==> src/rtl/stopwatch_pkg.sv <==
// Shared constants for the stopwatch minutes:seconds counting path.
package stopwatch_pkg;

  localparam int TIME_W = 6;
  localparam logic [TIME_W-1:0] SEC_MAX = 6'd59;
  localparam logic [TIME_W-1:0] MIN_MAX = 6'd59;

endpackage

==> src/rtl/second_tick_gen.sv <==
// Free-running prescaler: one-cycle tick every CLKS_PER_SEC clocks, frozen while hold_count is high.
module second_tick_gen #(
  parameter int CLKS_PER_SEC = 50_000_000
) (
  input  logic clock,
  input  logic reset,
  input  logic hold_count,
  output logic tick
);

  localparam int DIV_W = (CLKS_PER_SEC > 1) ? $clog2(CLKS_PER_SEC) : 1;
  localparam logic [DIV_W-1:0] DIV_LAST = DIV_W'(CLKS_PER_SEC - 1);

  logic [DIV_W-1:0] div_q, div_d;

  assign tick = !hold_count && (div_q == DIV_LAST);

  // Holding keeps the partial second so a resume finishes the same second.
  always_comb begin
    div_d = div_q;
    if (tick) begin
      div_d = '0;
    end else if (!hold_count) begin
      div_d = div_q + DIV_W'(1);
    end
  end

  always_ff @(posedge clock or negedge reset) begin
    if (!reset) begin
      div_q <= '0;
    end else begin
      div_q <= div_d;
    end
  end

endmodule

==> src/rtl/stopwatch_time_counter.sv <==
// Minutes:seconds cascade driven by a one-second tick; wraps at 59:59 by default,
// or saturates at 59:59 when TIME_COUNTER_SATURATE_EN is defined.
module stopwatch_time_counter
  import stopwatch_pkg::*;
#(
  parameter int CLKS_PER_SEC = 50_000_000
) (
  input  logic              clock,
  input  logic              reset,
  input  logic              hold_count,
  output logic [TIME_W-1:0] minutes,
  output logic [TIME_W-1:0] seconds
);

  logic              tick;
  logic [TIME_W-1:0] sec_q, sec_d;
  logic [TIME_W-1:0] min_q, min_d;

  second_tick_gen #(
    .CLKS_PER_SEC(CLKS_PER_SEC)
  ) u_tick (
    .clock      (clock),
    .reset      (reset),
    .hold_count (hold_count),
    .tick       (tick)
  );

  always_comb begin
    sec_d = sec_q;
    min_d = min_q;
    if (tick) begin
      if (sec_q == SEC_MAX) begin
        if (min_q == MIN_MAX) begin
`ifdef TIME_COUNTER_SATURATE_EN
          sec_d = sec_q;
          min_d = min_q;
`else
          sec_d = '0;
          min_d = '0;
`endif
        end else begin
          sec_d = '0;
          min_d = min_q + TIME_W'(1);
        end
      end else begin
        sec_d = sec_q + TIME_W'(1);
      end
    end
  end

  always_ff @(posedge clock or negedge reset) begin
    if (!reset) begin
      sec_q <= '0;
      min_q <= '0;
    end else begin
      sec_q <= sec_d;
      min_q <= min_d;
    end
  end

  assign minutes = min_q;
  assign seconds = sec_q;

endmodule

==> config.mk <==
export PLATFORM = sky130hd
export DESIGN_NAME = stopwatch_time_counter
export DESIGN_NICKNAME = d
export VERILOG_FILES = /design/src/rtl/stopwatch_pkg.sv /design/src/rtl/second_tick_gen.sv /design/src/rtl/stopwatch_time_counter.sv
export SDC_FILE = /design/constraint.sdc
export NUM_CORES = 1
export LEC_CHECK = 0
export ABC_AREA = 1
export CORE_MARGIN = 4
export CORE_UTILIZATION = 38
export CTS_BUF_LIST = sky130_fd_sc_hd__clkbuf_8 sky130_fd_sc_hd__clkbuf_16
export DETAILED_ROUTE_END_ITERATION = 10
export SLEW_MARGIN = 30
export SYNTH_ARGS = -nofsm -noshare
export SYNTH_HDL_FRONTEND = slang
export SYNTH_HIERARCHICAL = 1
export SYNTH_SLANG_ARGS = --single-unit
==> constraint.sdc <==
create_clock -name clock -period 2.5 [get_ports clock]
set_clock_uncertainty 0.2 [all_clocks]
set_input_delay 0.75 -clock clock [delete_from_list [all_inputs] [get_ports clock]]
set_output_delay 0.75 -clock clock [all_outputs]
set_load 0.05 [all_outputs]
==> results of run 1 <==
[sequential cells by signal, summed over array words and instances, names as in the netlist]
name and flops:
minutes 6, seconds 6, u_tick/div_q 26
[layer usage]
| layer | part of all wire, % | GRT usage, % |
|---|---|---|
| met1 | 50 | 20.9 |
| met2 | 46 | 24.2 |
| met3 | 3.0 | 3.39 |
| met4 | 1.0 | 4.46 |
| met5 | 0 | 0 |
[cells in the final DEF (no fill, tap or decap), drive strengths merged]
cell,Yosys,layout
o21bai,2,2
nand4,6,6
o21ai,5,5
xor2,5,5
a21oi,6,6
dfrtp,38,38
nor2,67,67
nand3,32,32
nor3b,2,2
clkdlybuf4s50,0,3
clkbuf,0,5
bufinv,0,1
xnor2,1,1
buf,3,20
inv,50,52
nor3,9,9
or2,1,1
ha,3,3
nand3b,1,1
nand2,117,117
[metrics by stage]
step	TNS, ns	total power [mW]
floorplan	0	0.921
global placement	-0.00186	0.987
detailed placement	-0.118	0.996
CTS	0	1.51
global route	0	1.59
finish	0	1.49
[path summary, 6_finish.rpt]
kind | start | cells past startpoint | endpoint | slack, ns
hold reg to reg | u_tick/div_q[24] | 2 | u_tick/div_q[24] | 0.35
setup reg to reg | u_tick/div_q[0] | 12 | seconds[4] | 0.35
setup / recovery | seconds[4] | 1 | seconds[4] | 0.06
max in group asynchronous | reset | 2 | u_tick/div_q[14] | 1.43
hold / removal | reset | 1 | seconds[3] | 0.21
min in group clock | u_tick/div_q[24] | 2 | u_tick/div_q[24] | 0.35
[where the power goes]
part	internal (mW)	leakage [nW]	switching, mW
sequential	0.670	0.467	0.0872
clock	0.291	0.0607	0.216
combinational	0.0857	0.924	0.142
[cell type report]
type	instances	area [µm²]
clock inverters	3	37.5
multi-input cells	257	1240
flip-flops and latches	38	951
inverters	50	188
clock buffers	5	68.8
fillers	633	3260
well taps	75	93.8
repair buffers	23	190
[cells by family after synthesis]
group | Yosys count | synth area share (%)
xor+xnor | 6 | 2.18
fa+ha+maj | 3 | 1.56
simple gates | 235 | 44.9
compound gates | 13 | 2.91
flops | 38 | 39.5
buf+inv | 53 | 9.03
==> flow_summary.html, run 1 <==
<table>
<tr><th>Metric</th><th>Value</th></tr>
<tr><th colspan="2">Outcome</th></tr>
<tr><td>Outcome</td><td>completed</td></tr>
<tr><th colspan="2">Worst setup path</th></tr>
<tr><td>Maximum single-stage delay on the critical path</td><td>around 0.82 ns</td></tr>
<tr><td>Crit path cell chain</td><td>clkdlybuf4s50_1</td></tr>
<tr><td>Crit path kind</td><td>register to output port</td></tr>
<tr><td>Capturing element type of the critical path</td><td>output port</td></tr>
<tr><td>Arrival @ worst endpoint</td><td>1.49 ns</td></tr>
<tr><td>Delay-heaviest family, CP</td><td>buffers and inverters</td></tr>
<tr><td>Sort of element at the start of the critical path</td><td>register</td></tr>
<tr><td>Sum of buffers and inverters on the critical path</td><td>1</td></tr>
<tr><td>Cell at the slowest stage of the critical path</td><td>clkdlybuf4s50_1</td></tr>
<tr><td>Worst endpoint required time</td><td>1.55 ns</td></tr>
<tr><td>Largest driver fanout on the critical path</td><td>4</td></tr>
<tr><th colspan="2">Placed design</th></tr>
<tr><td>RePlAce Congestion</td><td>slightly above 0.8</td></tr>
<tr><td>Post-detail-place hpwl</td><td>3960 µm</td></tr>
<tr><td>Area post-placement</td><td>between 2000 and 3000 µm²</td></tr>
<tr><td>Count of buffers from port buffering</td><td>14</td></tr>
<tr><td>Worst-case setup slack after placement</td><td>-0.0246 ns</td></tr>
<tr><td>Cell count after placement</td><td>443</td></tr>
<tr><th colspan="2">Timing</th></tr>
<tr><td>Final hold viol count</td><td>0</td></tr>
<tr><td>Unrepaired setup endpoints after global routing</td><td>false</td></tr>
<tr><td>Period minus WS final</td><td>2.44 ns</td></tr>
<tr><td>Final critical-path share of the clock period</td><td>between 90 and 100%</td></tr>
<tr><td>Post-route setup slack</td><td>approximately 0.064 ns</td></tr>
<tr><td>Actual slew at the worst max-slew pin</td><td>0.498 ns</td></tr>
<tr><td>Relative slew margins</td><td>66.7%</td></tr>
<tr><td>Peak Freq</td><td>411 MHz</td></tr>
<tr><td>Number of pins exceeding their max-slew limit in the final report</td><td>0</td></tr>
<tr><td>Total of endpoints with negative setup slack in the final report</td><td>0</td></tr>
<tr><td>Fin Hold WS</td><td>about 0.21 ns</td></tr>
<tr><th colspan="2">CTS</th></tr>
<tr><td>Maximum clock insertion buffer count</td><td>2</td></tr>
<tr><td>CTS buffer count</td><td>5</td></tr>
<tr><td>Clock latency on the worst-skew pair</td><td>0.28 ns</td></tr>
<tr><td>Root buffer cell</td><td>clkbuf_8</td></tr>
<tr><td># resized after CTS</td><td>0</td></tr>
<tr><td>TritonCTS sink count</td><td>38</td></tr>
<tr><td>Post-CTS setup repair buffer count</td><td>0</td></tr>
<tr><td>Number of hold buffers added after cts</td><td>0</td></tr>
<tr><td>Clock tree from TritonCTS</td><td>yes</td></tr>
<tr><td>Clk slew on worst S/H paths</td><td>0.08 ns</td></tr>
<tr><td>H-tree Lvls</td><td>2</td></tr>
<tr><th colspan="2">Cells and area</th></tr>
<tr><td>Post-route cell area</td><td>2770 µm²</td></tr>
<tr><td>Utilization of the core after routing</td><td>around 46%</td></tr>
<tr><td>Layout-stage area growth over the synthesis result</td><td>15.0%</td></tr>
<tr><td>Number of antenna diodes</td><td>0</td></tr>
<tr><td>Final #Nets</td><td>about 380</td></tr>
<tr><td>Share of final-layout standard cells stronger than drive strength 1</td><td>14.9%</td></tr>
<tr><td>Non-Filler Instances</td><td>451</td></tr>
<tr><th colspan="2">Synth</th></tr>
<tr><td>Syn Area/Cell</td><td>around 7 µm²</td></tr>
<tr><td>Net Count, Synth</td><td>354</td></tr>
<tr><td>Synth top cells by count</td><td>nand2_1 (104), nor2_1 (57), inv_1 (48), dfrtp_1 (38), nand3_1 (31)</td></tr>
<tr><td>Biggest area contributors in the synthesized netlist</td><td>dfrtp_1 (39%), nand2_1 (16%), nor2_1 (8.9%)</td></tr>
<tr><td>Total standard cell area after synthesis</td><td>between 2000 and 2500 µm²</td></tr>
<tr><td>Number of cells produced by synthesis</td><td>about 350</td></tr>
<tr><td>Distinct cell type count of the synthesized netlist</td><td>26</td></tr>
<tr><td>Flip-flop and latch count after synthesis</td><td>38</td></tr>
<tr><td>Async S/R FF share, synth</td><td>100%</td></tr>
<tr><td>Count of flip-flops with a built-in enable after synthesis</td><td>0</td></tr>
<tr><td>Fraction of synthesized cell area taken by the top area cell type</td><td>about two fifths</td></tr>
<tr><td>Register area share after synthesis</td><td>39.5%</td></tr>
<tr><td>Predominant post-synthesis flop cell</td><td>dfrtp_1</td></tr>
<tr><td>Most common cell in the netlist</td><td>nand2_1</td></tr>
<tr><td>Most area-hungry cell type in the Yosys netlist</td><td>dfrtp_1</td></tr>
<tr><td>Warnings, synthesis</td><td>6</td></tr>
<tr><th colspan="2">Flow run</th></tr>
<tr><td>MaxCap Viol Count</td><td>0</td></tr>
<tr><th colspan="2">Floorplanning</th></tr>
<tr><td>Chip width</td><td>87.6 µm</td></tr>
<tr><td>Total core area</td><td>approximately 6000 µm²</td></tr>
<tr><td>Effective utilization at floorplan</td><td>40.0%</td></tr>
<tr><td>Die height</td><td>87.6 µm</td></tr>
<tr><td>Overall die area</td><td>7680 µm²</td></tr>
<tr><td>Number of ports placed on the die boundary</td><td>15</td></tr>
<tr><td>Core Rows</td><td>28</td></tr>
<tr><th colspan="2">Routing</th></tr>
<tr><td>Number of detailed-routing iterations run before antenna repair</td><td>4</td></tr>
<tr><td>Detailed-route wire length per cell</td><td>~11 µm</td></tr>
<tr><td>Number of nets with antenna violations after routing</td><td>0</td></tr>
<tr><td>Count of unresolved DRC violations after routing</td><td>0</td></tr>
<tr><td>Via density per instance</td><td>approximately 4.7</td></tr>
<tr><td>Initial detailed-routing violation count</td><td>122</td></tr>
<tr><td>Routed Wire Length</td><td>between 5000 and 6000 µm</td></tr>
<tr><td>Overall via count from detail_route</td><td>2131</td></tr>
<tr><th colspan="2">Global route</th></tr>
<tr><td>Overflow left after global routing</td><td>0</td></tr>
<tr><td>Antenna violations before repair</td><td>0</td></tr>
<tr><td>Global-route total usage across every layer</td><td>15.3%</td></tr>
<tr><td>Maximum number of pins on one net before global-route repair</td><td>22</td></tr>
<tr><td>Vias in the first global route</td><td>2095</td></tr>
<tr><td>Wire length of the first global-routing pass</td><td>9370 µm</td></tr>
<tr><th colspan="2">Power</th></tr>
<tr><td>Peak supply drop</td><td>396 µV</td></tr>
<tr><td>Static leakage</td><td>1.45 nW</td></tr>
<tr><td>Power per cell area</td><td>538 nW/µm²</td></tr>
<tr><th colspan="2">Hold path</th></tr>
<tr><td>Type of the worst min-delay path</td><td>input port to async pin</td></tr>
</table>
No activity file was read; power rests on OpenSTA's default activity.
==> run 2, diff against run 1 <==
==> constraint.sdc (replaced) <==
create_clock -name clock -period 2.7 [get_ports clock]
set_clock_uncertainty 0.2 [all_clocks]
set_input_delay 0.81 -clock clock [delete_from_list [all_inputs] [get_ports clock]]
set_output_delay 0.81 -clock clock [all_outputs]
set_load 0.05 [all_outputs]
==> flow_summary.html, run 2 (synthesized netlist as in run 1, its figures left out) <==
<table>
<tr><th>Metric</th><th>Value</th></tr>
<tr><th colspan="2">Routing</th></tr>
<tr><td>Via density per instance</td><td>4.77 (was 4.73)</td></tr>
<tr><td>Count of unresolved DRC violations after routing</td><td>0 (unchanged)</td></tr>
<tr><td>Routed Wire Length</td><td>5400 µm (was 5160 µm)</td></tr>
<tr><td>Initial detailed-routing violation count</td><td>108 (was 122)</td></tr>
<tr><td>Number of nets with antenna violations after routing</td><td>0 (unchanged)</td></tr>
<tr><td>Number of detailed-routing iterations run before antenna repair</td><td>4 (unchanged)</td></tr>
<tr><td>Overall via count from detail_route</td><td>2141 (was 2131)</td></tr>
<tr><td>Detailed-route wire length per cell</td><td>12.0 µm (was 11.4 µm)</td></tr>
<tr><th colspan="2">Worst setup path</th></tr>
<tr><td>Sum of buffers and inverters on the critical path</td><td>1 (unchanged)</td></tr>
<tr><td>Crit path kind</td><td>register to output port (unchanged)</td></tr>
<tr><td>Delay-heaviest family, CP</td><td>buffers and inverters (unchanged)</td></tr>
<tr><td>Worst endpoint required time</td><td>1.69 ns (was 1.55 ns)</td></tr>
<tr><td>Path depth of the worst reg2reg path</td><td>14 (was 12)</td></tr>
<tr><td>Capturing element type of the critical path</td><td>output port (unchanged)</td></tr>
<tr><td>Reg2Reg Launch Point</td><td>u_tick/div_q[0] (unchanged)</td></tr>
<tr><td>Register-to-register setup slack</td><td>0.54 ns (was 0.35 ns)</td></tr>
<tr><td>Sort of element at the start of the critical path</td><td>register (unchanged)</td></tr>
<tr><td>Capture instance of the worst register-to-register path</td><td>minutes[3] (was seconds[4])</td></tr>
<tr><td>Cell at the slowest stage of the critical path</td><td>clkdlybuf4s50_1 (unchanged)</td></tr>
<tr><td>Maximum single-stage delay on the critical path</td><td>0.84 ns (was 0.82 ns)</td></tr>
<tr><td>Largest driver fanout on the critical path</td><td>5 (was 4)</td></tr>
<tr><td>Arrival @ worst endpoint</td><td>1.56 ns (was 1.49 ns)</td></tr>
<tr><td>Crit path cell chain</td><td>clkdlybuf4s50_1 (unchanged)</td></tr>
<tr><th colspan="2">Placed design</th></tr>
<tr><td>Worst-case setup slack after placement</td><td>0.0840 ns (was -0.0246 ns)</td></tr>
<tr><td>Post-detail-place hpwl</td><td>4040 µm (was 3960 µm)</td></tr>
<tr><td>Area post-placement</td><td>2680 µm² (was 2660 µm²)</td></tr>
<tr><td>Count of buffers from port buffering</td><td>14 (unchanged)</td></tr>
<tr><td>RePlAce Congestion</td><td>0.831 (was 0.807)</td></tr>
<tr><th colspan="2">Floorplanning</th></tr>
<tr><td>Effective utilization at floorplan</td><td>40.0% (unchanged)</td></tr>
<tr><td>Number of ports placed on the die boundary</td><td>15 (unchanged)</td></tr>
<tr><td>Core Rows</td><td>28 (unchanged)</td></tr>
<tr><td>Chip width</td><td>87.6 µm (unchanged)</td></tr>
<tr><td>Total core area</td><td>6030 µm² (unchanged)</td></tr>
<tr><td>Overall die area</td><td>7680 µm² (unchanged)</td></tr>
<tr><td>Die height</td><td>87.6 µm (unchanged)</td></tr>
<tr><th colspan="2">CTS</th></tr>
<tr><td>CTS buffer count</td><td>5 (unchanged)</td></tr>
<tr><td>Clock latency on the worst-skew pair</td><td>0.29 ns (was 0.28 ns)</td></tr>
<tr><td>Clock tree from TritonCTS</td><td>yes (unchanged)</td></tr>
<tr><td>Number of hold buffers added after cts</td><td>0 (unchanged)</td></tr>
<tr><td>Root buffer cell</td><td>clkbuf_8 (unchanged)</td></tr>
<tr><td>Post-CTS setup repair buffer count</td><td>0 (unchanged)</td></tr>
<tr><td>Clk slew on worst S/H paths</td><td>0.08 ns (about the same)</td></tr>
<tr><td># resized after CTS</td><td>0 (unchanged)</td></tr>
<tr><td>H-tree Lvls</td><td>2 (unchanged)</td></tr>
<tr><td>Maximum clock insertion buffer count</td><td>2 (unchanged)</td></tr>
<tr><td>TritonCTS sink count</td><td>38 (unchanged)</td></tr>
<tr><th colspan="2">Timing</th></tr>
<tr><td>Total of endpoints with negative setup slack in the final report</td><td>0 (unchanged)</td></tr>
<tr><td>Period minus WS final</td><td>2.57 ns</td></tr>
<tr><td>Final hold viol count</td><td>0 (unchanged)</td></tr>
<tr><td>Number of pins exceeding their max-slew limit in the final report</td><td>0 (unchanged)</td></tr>
<tr><td>Actual slew at the worst max-slew pin</td><td>0.503 ns (was 0.498 ns)</td></tr>
<tr><td>Peak Freq</td><td>a little under 400 MHz</td></tr>
<tr><td>Unrepaired setup endpoints after global routing</td><td>false (unchanged)</td></tr>
<tr><td>Post-route setup slack</td><td>0.126 ns (was 0.0645 ns)</td></tr>
<tr><td>Relative slew margins</td><td>66.3% (was 66.7%)</td></tr>
<tr><td>Final critical-path share of the clock period</td><td>95.3%</td></tr>
<tr><td>Fin Hold WS</td><td>0.261 ns (was 0.210 ns)</td></tr>
<tr><td>Setup TNS</td><td>0 ns (unchanged)</td></tr>
<tr><th colspan="2">Global route</th></tr>
<tr><td>Overflow left after global routing</td><td>0 (unchanged)</td></tr>
<tr><td>Antenna violations before repair</td><td>0 (unchanged)</td></tr>
<tr><td>Grt met2 use</td><td>25.5% (was 24.2%)</td></tr>
<tr><td>Maximum number of pins on one net before global-route repair</td><td>22 (unchanged)</td></tr>
<tr><td>Fraction of met1 tracks used by global routing</td><td>22.2% (was 20.9%)</td></tr>
<tr><td>Global-route total usage across every layer</td><td>16.2% (was 15.3%)</td></tr>
<tr><td>Vias in the first global route</td><td>2161 (was 2095)</td></tr>
<tr><td>Global-route track usage on met3</td><td>3.01% (was 3.39%)</td></tr>
<tr><td>Wire length of the first global-routing pass</td><td>9850 µm (was 9370 µm)</td></tr>
<tr><td>Global route hottest layer</td><td>met2 (unchanged)</td></tr>
<tr><th colspan="2">Cells and area</th></tr>
<tr><td>Top register by number of flip-flops</td><td>u_tick/div_q (unchanged)</td></tr>
<tr><td>Post-route cell area</td><td>2790 µm² (was 2770 µm²)</td></tr>
<tr><td>Share of final-layout standard cells stronger than drive strength 1</td><td>12.3% (was 14.9%)</td></tr>
<tr><td>Layout-stage area growth over the synthesis result</td><td>15.9% (was 15.0%)</td></tr>
<tr><td>Fillcell total</td><td>622 (was 633)</td></tr>
<tr><td>Leading cell type in the layout, fill and taps excluded</td><td>nand2_1 (unchanged)</td></tr>
<tr><td>Utilization of the core after routing</td><td>46.4% (was 46.0%)</td></tr>
<tr><td>Commonest cells after routing, fill and taps aside</td><td>nand2_1 (104), nor2_1 (57), inv_1 (48) (was nand2_1 (104), nor2_1 (57), inv_1 (50))</td></tr>
<tr><td>Number of antenna diodes</td><td>0 (unchanged)</td></tr>
<tr><td>Number of flip-flops under the largest register name</td><td>26 (unchanged)</td></tr>
<tr><td>Final #Nets</td><td>380 (was 381)</td></tr>
<tr><th colspan="2">Hold path</th></tr>
<tr><td>Type of the worst min-delay path</td><td>input port to async pin (unchanged)</td></tr>
<tr><th colspan="2">Flow run</th></tr>
<tr><td>MaxCap Viol Count</td><td>0 (unchanged)</td></tr>
<tr><th colspan="2">Outcome</th></tr>
<tr><td>Outcome</td><td>completed (unchanged)</td></tr>
<tr><th colspan="2">Power</th></tr>
<tr><td>Net Sw Frac</td><td>29.2% (was 29.8%)</td></tr>
<tr><td>Part of the power in combinational logic</td><td>14.7% (was 15.3%)</td></tr>
<tr><td>Clock share of power</td><td>35.3% (was 33.9%)</td></tr>
<tr><td>Internal power component</td><td>0.995 mW (was 1.05 mW)</td></tr>
<tr><td>Switching power</td><td>0.410 mW (was 0.445 mW)</td></tr>
<tr><td>Sequential cell fraction of total power</td><td>50.0% (was 50.8%)</td></tr>
<tr><td>Static leakage</td><td>1.43 nW (was 1.45 nW)</td></tr>
<tr><td>Power per cell area</td><td>503 nW/µm² (was 538 nW/µm²)</td></tr>
<tr><td>Peak supply drop</td><td>307 µV (was 396 µV)</td></tr>
</table>
==> run 2: how the worst max path moves through the flow <==
stage | start | to | cells past startpoint
finish | minutes[4] | minutes[4] | 1
detailed placement | hold_count | minutes[3] | 13
global route | minutes[4] | minutes[4] | 1
floorplan | hold_count | minutes[3] | 13
CTS | minutes[4] | minutes[4] | 1
global placement | hold_count | minutes[3] | 13
==> run 2: power groups by stage <==
stage	sequential, mW	clock [mW]	combinational, mW
finish	0.702	0.496	0.207
global route	0.713	0.529	0.242
CTS	0.700	0.515	0.210
detailed placement	0.711	0	0.208
global placement	0.711	0	0.205
floorplan	0.691	0	0.162
==> run 2: cell type report <==
type                            count  area (µm²)  share of cell area [%]
Sequential cell                    38         951                    34.0
Clock inverter                      1        30.0                    1.07
Multi-Input combinational cell    257        1240                    44.4
Inverter                           50         188                    6.72
Timing Repair Buffer               22         208                    7.43
Clock buffer                        6        82.6                    2.96
Tap cell                           75        93.8                    3.36
==> run 2: per-layer routing <==
metal  up-vias  wire, µm
li1       1124         -
met4         0        82
met3         6       167
met5         -         0
met2        33      2390
met1       978      2770
==> run 2: metrics by stage <==
stage,std cells,power (mW)
2_1_floorplan,348,0.853
3_3_place_gp,442,0.916
3_5_place_dp,442,0.919
4_1_cts,449,1.42
5_1_grt,449,1.48
6_report,449,1.41
